File: src/rtl/mmind_solver.sv
// mmind_solver: bitwise Mastermind-style solver for an 8-bit hidden answer.
// It first issues guess 0x00 to learn s0, the number of zero bits in the answer.
// It then probes single bits (1<<i) and compares each score against s0+1 / s0-1.
// Optional macro MMIND_SOLVER_DEDUCE_EN: answer[7] is inferred from the ones
// count instead of being probed.
// Ports:
//   clk, reset (async, active-low)
//   start                       - begin a solve (accepted in IDLE/DONE/ERR)
//   guess[7:0], guess_valid     - pattern awaiting a score
//   score[3:0], score_valid     - score strobe, accepted only while guess_valid=1
//   answer[7:0], done, error    - result and status
//   guess_count[3:0]            - scores accepted since start, saturating at 15
module mmind_solver (
  input  logic       clk,
  input  logic       reset,
  input  logic       start,
  output logic [7:0] guess,
  output logic       guess_valid,
  input  logic [3:0] score,
  input  logic       score_valid,
  output logic [7:0] answer,
  output logic       done,
  output logic       error,
  output logic [3:0] guess_count
);

  localparam int unsigned GW = 8;
  localparam int unsigned SW = 4;

  localparam logic [2:0] S_IDLE  = 3'd0;
  localparam logic [2:0] S_ISSUE = 3'd1;
  localparam logic [2:0] S_EVAL  = 3'd2;
  localparam logic [2:0] S_DONE  = 3'd3;
  localparam logic [2:0] S_ERR   = 3'd4;

  logic [2:0]    state_q, state_d;
  logic [GW-1:0] guess_q, guess_d;
  logic [GW-1:0] answer_q, answer_d;
  logic [SW-1:0] s0_q, s0_d;
  logic [SW-1:0] score_q, score_d;
  logic [SW-1:0] count_q, count_d;
  logic          gv_q, gv_d;
  logic          done_q, done_d;
  logic          err_q, err_d;

  logic          go_err_c, go_done_c, go_issue_c, probe_ok_c;
  logic [GW-1:0] ans_new_c;
`ifdef MMIND_SOLVER_DEDUCE_EN
  logic [SW-1:0] ones_c;
  logic [SW-1:0] zeros_exp_c;
`endif

  // State and output registers
  always_ff @(posedge clk or negedge reset) begin
    if (!reset) begin
      state_q  <= S_IDLE;
      guess_q  <= '0;
      answer_q <= '0;
      s0_q     <= '0;
      score_q  <= '0;
      count_q  <= '0;
      gv_q     <= 1'b0;
      done_q   <= 1'b0;
      err_q    <= 1'b0;
    end else begin
      state_q  <= state_d;
      guess_q  <= guess_d;
      answer_q <= answer_d;
      s0_q     <= s0_d;
      score_q  <= score_d;
      count_q  <= count_d;
      gv_q     <= gv_d;
      done_q   <= done_d;
      err_q    <= err_d;
    end
  end

  // Next-state and registered-output logic
  always_comb begin
    state_d    = state_q;
    guess_d    = guess_q;
    answer_d   = answer_q;
    s0_d       = s0_q;
    score_d    = score_q;
    count_d    = count_q;
    gv_d       = gv_q;
    done_d     = done_q;
    err_d      = err_q;
    go_err_c   = 1'b0;
    go_done_c  = 1'b0;
    go_issue_c = 1'b0;
    probe_ok_c = 1'b0;
    ans_new_c  = answer_q;
`ifdef MMIND_SOLVER_DEDUCE_EN
    ones_c      = '0;
    zeros_exp_c = '0;
`endif

    case (state_q)
      S_IDLE, S_DONE, S_ERR: begin
        if (start) begin
          state_d  = S_ISSUE;
          guess_d  = '0;
          answer_d = '0;
          count_d  = '0;
          gv_d     = 1'b1;
          done_d   = 1'b0;
          err_d    = 1'b0;
        end
      end

      S_ISSUE: begin
        if (score_valid) begin
          score_d = score;
          count_d = (count_q == 4'd15) ? count_q : SW'(count_q + 4'd1);
          gv_d    = 1'b0;
          state_d = S_EVAL;
        end
      end

      S_EVAL: begin
        if (score_q > 4'd8) begin
          go_err_c = 1'b1;
        end else if (guess_q == '0) begin
          // All-zero guess measures the zero-bit count; extremes solve at once
          s0_d = score_q;
          if (score_q == 4'd8) begin
            answer_d  = 8'h00;
            go_done_c = 1'b1;
          end else if (score_q == 4'd0) begin
            answer_d  = 8'hFF;
            go_done_c = 1'b1;
          end else begin
            guess_d    = 8'h01;
            go_issue_c = 1'b1;
          end
        end else begin
          // Flipping bit i to 1 gains a match iff answer[i]=1, loses one iff 0
          if (score_q == SW'(s0_q + 4'd1)) begin
            probe_ok_c = 1'b1;
            ans_new_c  = answer_q | guess_q;
          end else if (score_q == SW'(s0_q - 4'd1)) begin
            probe_ok_c = 1'b1;
          end

          if (!probe_ok_c) begin
            go_err_c = 1'b1;
          end else begin
            answer_d = ans_new_c;
`ifdef MMIND_SOLVER_DEDUCE_EN
            if (guess_q[6]) begin
              // Total ones must be 8-s0; bit 7 is whatever remains (0 or 1)
              for (int i = 0; i < 7; i++) ones_c = SW'(ones_c + SW'(ans_new_c[i]));
              zeros_exp_c = SW'(4'd8 - s0_q);
              if (ones_c == zeros_exp_c) begin
                go_done_c = 1'b1;
              end else if (SW'(ones_c + 4'd1) == zeros_exp_c) begin
                answer_d[7] = 1'b1;
                go_done_c   = 1'b1;
              end else begin
                go_err_c = 1'b1;
              end
            end else begin
              guess_d    = {guess_q[GW-2:0], 1'b0};
              go_issue_c = 1'b1;
            end
`else
            if (guess_q[7]) begin
              go_done_c = 1'b1;
            end else begin
              guess_d    = {guess_q[GW-2:0], 1'b0};
              go_issue_c = 1'b1;
            end
`endif
          end
        end

        if (go_err_c) begin
          state_d = S_ERR;
          done_d  = 1'b1;
          err_d   = 1'b1;
          gv_d    = 1'b0;
        end else if (go_done_c) begin
          state_d = S_DONE;
          done_d  = 1'b1;
          err_d   = 1'b0;
          gv_d    = 1'b0;
        end else if (go_issue_c) begin
          state_d = S_ISSUE;
          gv_d    = 1'b1;
        end
      end

      default: begin
        state_d = S_IDLE;
        gv_d    = 1'b0;
        done_d  = 1'b0;
        err_d   = 1'b0;
      end
    endcase
  end

  assign guess       = guess_q;
  assign guess_valid = gv_q;
  assign answer      = answer_q;
  assign done        = done_q;
  assign error       = err_q;
  assign guess_count = count_q;

endmodule

File: config.mk
export PLATFORM = sky130hd
export DESIGN_NAME = mmind_solver
export DESIGN_NICKNAME = d
export VERILOG_FILES = /design/src/rtl/mmind_solver.sv
export SDC_FILE = /design/constraint.sdc
export NUM_CORES = 1
export LEC_CHECK = 0
export ABC_AREA = 0
export CAP_MARGIN = 20
export CORE_MARGIN = 10
export CORE_UTILIZATION = 25
export DETAILED_ROUTE_END_ITERATION = 10
export GPL_TIMING_DRIVEN = 0
export PLACE_DENSITY = 0.47
export REMOVE_ABC_BUFFERS = 1
export SLEW_MARGIN = 20
export SYNTH_ARGS = -nofsm -noshare
export SYNTH_HDL_FRONTEND = slang
export SYNTH_SLANG_ARGS = --single-unit
File: constraint.sdc
create_clock -name clk -period 2.42 [get_ports clk]
set_input_delay 0.363 -clock clk [delete_from_list [all_inputs] [get_ports clk]]
set_output_delay 0.363 -clock clk [all_outputs]
set_load 0.1 [all_outputs]
==> results of run 1 <==
cells in the final DEF (no fill, tap or decap), types with 4 or more instances in the layout:
cell             Yosys  layout
a21oi_1              5       5
a22o_1               7       7
clkbuf_8             0       6
clkdlybuf4s50_1      0      29
dfrtp_1             34      34
inv_1                7       7
mux2_2               6       6
nand2_1             14      14
nand2b_1             4       4
nand3_1              5       5
nor2_1              12      12
nor3_1               5       5
o21ai_0              6       6
o2bb2ai_1            9       9
registers in the layout (all words and copies together) (netlist names):
| register | cells |
|---|---|
| done | 1 |
| guess_valid | 1 |
| guess_count | 4 |
| answer | 8 |
| guess | 8 |
| s0_q | 4 |
| score_q | 4 |
| state_q | 3 |
| error | 1 |
cells in the mapped netlist, types with 2 or more instances:
master | count | share of area
o41ai_1 | 2 | 0.0095
a22o_1 | 7 | 0.033
o21ai_0 | 6 | 0.016
ha_1 | 3 | 0.020
buf_2 | 3 | 0.0081
dfrtp_1 | 34 | 0.46
and2_1 | 2 | 0.0068
nor4_1 | 2 | 0.0068
nor3_1 | 5 | 0.014
nor2_1 | 12 | 0.024
a32o_1 | 2 | 0.011
nand2_1 | 14 | 0.028
nor2b_1 | 3 | 0.010
o2bb2ai_1 | 9 | 0.043
nand3b_1 | 2 | 0.0081
inv_1 | 7 | 0.014
o22ai_1 | 2 | 0.0068
or2_2 | 2 | 0.0068
xor2_1 | 3 | 0.014
xnor2_1 | 2 | 0.0095
nand2b_1 | 4 | 0.014
a21boi_0 | 2 | 0.0081
nand3_1 | 5 | 0.014
a21oi_1 | 5 | 0.014
a31oi_1 | 2 | 0.0068
mux2_2 | 6 | 0.037
metal layers:
metal	global-route usage	vias up	share of wire
met5	0	-	0
met4	0.0348	0	0.014
met3	0.0211	4	0.032
met2	0.137	16	0.48
met1	0.107	693	0.48
li1	-	712	-
worst max-delay path by stage:
stage,depth (start not counted),slack (ns),start,to
2_1_floorplan,5,0.07,guess[1],answer[0]
3_3_place_gp,5,-0.12,guess[6],answer[0]
3_5_place_dp,5,-0.08,guess[6],answer[7]
5_1_grt,5,-0.007,guess[0],guess[6]
6_report,1,0.06,guess[7],guess[7]
4_1_cts,1,0.03,guess[7],guess[7]
worst reg2reg max path: stages (launching register included):
cell	delay [ns]
dfrtp_1	0.44
inv_1	0.07
ha_1	0.30
xor2_1	0.20
nand3b_1	0.27
o221ai_4	0.29
nor3b_4	0.43
a22o_1	0.19
metrics by stage:
step                setup WS (ns)   util  cell area (um^2)  hold slack [ns]
detailed placement        -0.0834  0.315              2270            0.336
CTS                        0.0279  0.332              2390           0.0316
global route             -0.00669  0.332              2400           0.0494
global placement           -0.123  0.312              2250            0.478
floorplan                  0.0669      -              1830           0.0674
finish                     0.0598  0.332              2400           0.0248
cell type report:
cell class                      instances  area [um^2]
Inverter                                7         26.3
Tap cell                               99          124
Sequential cell                        34          851
Clock inverter                          1         30.0
Clock buffer                            6         82.6
Multi-Input combinational cell        124          952
Timing Repair Buffer                   32          330
Fill cell                             765         4820
timing repair:
action,in CTS,in global routing
setup buffers,1,0
endpoints found under the hold margin,0,0
endpoints found under the setup margin,8,18
pin swaps,1,0
resized for setup,0,1
cells by family after synthesis:
family          Yosys count  share of synthesized area
compound gates           51                      0.238
xor+xnor                  8                     0.0576
fa+ha+maj                 3                     0.0203
buf+inv                  11                     0.0244
flops                    34                      0.461
mux                       6                     0.0366
simple gates             56                      0.163
==> impl_results.md, run 1 <==
* Hold_buf cts at 0
* DRC viols at 0
* Post-synthesis instance area at 0.00185 mm^2
* IO Count at 31
* CTS clk-pin slew, worst paths at 0.07 ns
* Unrepaired setup endpoints after global routing: true
* WP data arrival at 2.00 ns
* Mapped Cells at 169
* Slew Viols, Final at 0
* Worst slew pin tran at approximately 0.98 ns
* Final GP Congestion at approximately 0.73
* Chip Width at between 100 and 150 um
* Total negative setup slack at 0 ns
* Synth Area per Inst at 10.9 um^2
* H-tree depth at 2
* Critical setup path kind: reg2out
* Vias in the first global route at 1512
* Final period util at 0.975
* Final hold vios at 0
* Iter 0 DRT Violations at about 160
* Initial antenna violation count at 0
* Reg2reg end: guess[1]
* Tmin final at between 2 and 2.5 ns
* Fmax achieved at 424 MHz
* Required @ worst endpoint at 2.06 ns
* Worst reg-to-reg setup slack at around 0.18 ns
* First-pass GRT wire length at a little under 8000 um
* Die H at around 110 um
* GRT Total Usage at 0.0854
* Slew headroom at 0.346
* Num CTS Buffers at 5
* Setup Skew at 0.00568 ns
* Final ANT Viol Nets at 0
* Die ar. at 0.0112 mm^2
* Layout cells sized above 1 at 0.137
* Cell Rows at 31
* CP max FO at 7
* Core footprint at about 0.007 mm^2
* Critical Path Sink Type: output pin
* Worst path bufs/invs at 1
* YS warnings at 0
* Worst Reg-to-Reg Cells at 7
* Grt total ovfl at 0
* Status: completed
* Synth Flop Type: dfrtp_1
* Clock Latency Late Sink at ~0.28 ns
* # setup viols final at 0
* Final WL at between 4000 and 5000 um
* Buffers on Ports at 30
* Vias per cell at 4.70
* Crit-path leading delay family: buffers and inverters
* Pin count of the biggest net entering global routing at 19
* FF+latch count, synth at 34
* Root buf cell: clkbuf_8
* # diodes at 0
* Post-synth EDFFs at 0
* TritonCTS clock tree: done
* DP HPWL at 3500 um
* Hold crit path type: in2async
* Final Non-Filler Cells at about 300
* Dpl cells at 295
* Clock sink count at 34
* Area grow syn2layout at 29.7%
* CP startpoint kind: register
* Drt wl/cell at 15.1 um
* Post-synth ARST share at 1.00
* Starting Density at 0.256
* Worst path cell trace: clkdlybuf4s50_1
* Pre-antenna DRT Iters at 4
* R2r startpoint: s0_q[0]
* Vias at 1425
* Final net count at 215
* Slowest stage cell, crit path: clkdlybuf4s50_1
* Max stage delay on crit path at between 1 and 1.5 ns
* Register area share after synthesis at 0.461
* Max Buffers Root-to-Sink at 2
* Max_cap viols at 0
* Distinct cells, synth at 49
Power of run 1 is left out: the tool's default activity adds up to more than one toggle a clock period on the data nets, which glitch-free logic cannot reach.
==> run 2: changes to the inputs <==
--- a/config.mk
+++ b/config.mk
@@ -12,6 +12,7 @@
 export DETAILED_ROUTE_END_ITERATION = 10
 export GPL_TIMING_DRIVEN = 0
 export PLACE_DENSITY = 0.47
+export RECOVER_POWER = 50
 export REMOVE_ABC_BUFFERS = 1
 export SLEW_MARGIN = 20
 export SYNTH_ARGS = -nofsm -noshare
==> impl_results.md, run 2 (synthesis results as in run 1) <==
* Slew Viols, Final at 0 (unchanged)
* Setup Skew at 0.00563 ns (was 0.00568 ns)
* Slew headroom at 0.345 (was 0.346)
* Clock Latency Late Sink at 0.28 ns (about the same)
* Required @ worst endpoint at 2.06 ns (about the same)
* Slowest stage cell, crit path: clkdlybuf4s50_1 (unchanged)
* CTS clk-pin slew, worst paths at 0.07 ns (about the same)
* Status: completed (unchanged)
* Most frequent cells in the layout: 34 x dfrtp_1, 29 x clkdlybuf4s50_1, 14 x nand2_1 (unchanged)
* Die H at 106 um (unchanged)
* Worst path bufs/invs at 1 (unchanged)
* # setup viols final at 0 (unchanged)
* Final hold vios at 0 (unchanged)
* Pre-antenna DRT Iters at 4 (unchanged)
* Worst Reg-to-Reg Cells at 7 (unchanged)
* First-pass GRT wire length at 7870 um (unchanged)
* Iter 0 DRT Violations at 149 (was 156)
* Core footprint at 0.00721 mm^2 (unchanged)
* Tmin final at 2.36 ns (about the same)
* DRC viols at 0 (unchanged)
* Area occupied by multi-input gates at 952 um^2 (unchanged)
* Vias per cell at 4.69 (was 4.70)
* Buffers on Ports at 30 (unchanged)
* Worst slew pin tran at 0.983 ns (was 0.978 ns)
* Final ANT Viol Nets at 0 (unchanged)
* Max stage delay on crit path at 1.20 ns (about the same)
* Vias at 1422 (was 1425)
* Max_cap viols at 0 (unchanged)
* R2r startpoint: s0_q[0] (unchanged)
* Clock sink count at 34 (unchanged)
* Drt wl/cell at 15.1 um (about the same)
* Chip Width at 106 um (unchanged)
* Critical setup path kind: reg2out (unchanged)
* Reg2reg end: guess[1] (unchanged)
* WP data arrival at 2.00 ns (about the same)
* Fmax achieved at 424 MHz (about the same)
* TritonCTS clock tree: done (unchanged)
* Initial antenna violation count at 0 (unchanged)
* Final WL at 4580 um (was 4560 um)
* Starting Density at 0.256 (unchanged)
* Critical Path Sink Type: output pin (unchanged)
* IO Count at 31 (unchanged)
* Most common cell after layout, fill and taps aside: dfrtp_1 (unchanged)
* Layout Utilization at 0.329 (was 0.332)
* Hold crit path type: in2async (unchanged)
* GRT Total Usage at 0.0854 (unchanged)
* Final GP Congestion at 0.731 (unchanged)
* Die ar. at 0.0112 mm^2 (unchanged)
* Vias in the first global route at 1512 (unchanged)
* DP HPWL at 3500 um (unchanged)
* Pin count of the biggest net entering global routing at 19 (unchanged)
* Worst path cell trace: clkdlybuf4s50_1 (unchanged)
* Filler cell count at 768 (was 765)
* Final period util at 0.976 (was 0.975)
* Crit-path leading delay family: buffers and inverters (unchanged)
* # diodes at 0 (unchanged)
* CP max FO at 7 (unchanged)
* Area grow syn2layout at 28.4% (was 29.7%)
* Final net count at 215 (unchanged)
* Setup crit start: guess[7] (unchanged)
* Unrepaired setup endpoints after global routing: true (unchanged)
* CP startpoint kind: register (unchanged)
* Worst reg-to-reg setup slack at 0.18 ns (about the same)
* Storage cell area at 851 um^2 (unchanged)
* Layout cells sized above 1 at 0.127 (was 0.137)
* Max Buffers Root-to-Sink at 2 (unchanged)
* Root buf cell: clkbuf_8 (unchanged)
* Num CTS Buffers at 5 (unchanged)
* Cell Rows at 31 (unchanged)
* H-tree depth at 2 (unchanged)
* Grt total ovfl at 0 (unchanged)
run 2: layout make-up:
| type | count | share of cell area |
|---|---|---|
| inverters | 7 | 0.0111 |
| well taps | 99 | 0.0522 |
| clock buffers | 6 | 0.0348 |
| flip-flops and latches | 34 | 0.359 |
| clock inverters | 1 | 0.0127 |
| multi-input cells | 124 | 0.402 |
| repair buffers | 32 | 0.129 |
run 2: worst max-delay path by stage:
stage	endpoint	slack, ns	cells after the start
6_report	guess[7]	0.06	1
2_1_floorplan	answer[0]	0.07	5
3_3_place_gp	answer[0]	-0.12	5
5_1_grt	guess[6]	-0.007	5
3_5_place_dp	answer[7]	-0.08	5
4_1_cts	guess[7]	0.03	1
run 2: layer usage:
metal | track usage | vias to the layer above | wire (um)
li1 | - | 708 | -
met1 | 0.107 | 694 | 2180
met2 | 0.137 | 16 | 2180
met3 | 0.0211 | 4 | 147
met4 | 0.0348 | 0 | 66
met5 | 0 | - | 0
run 2: repair_timing:
| item | 4_1_cts | 5_1_grt |
|---|---|---|
| buffers inserted | 1 | 0 |
| pin swaps | 1 | 0 |
| resized for setup | 0 | 1 |
| hold buffers | 0 | 0 |
| hold endpoints to repair | 0 | 0 |
| endpoints found under the setup margin | 8 | 18 |
run 2: per-stage QoR:
stage / std cells / hold slack (ns) / cell area [um^2] / TNS (ns) / setup slack, ns
3_3_place_gp: 294 / 0.478 / 2250 / -0.852 / -0.123
3_5_place_dp: 295 / 0.336 / 2270 / -0.552 / -0.0834
2_1_floorplan: 165 / 0.0674 / 1830 / 0 / 0.0669
4_1_cts: 303 / 0.0316 / 2390 / 0 / 0.0279
6_report: 303 / 0.204 / 2370 / 0 / 0.0593
5_1_grt: 303 / 0.282 / 2370 / -0.0120 / -0.00669
Power of run 2 is left out for the same reason.
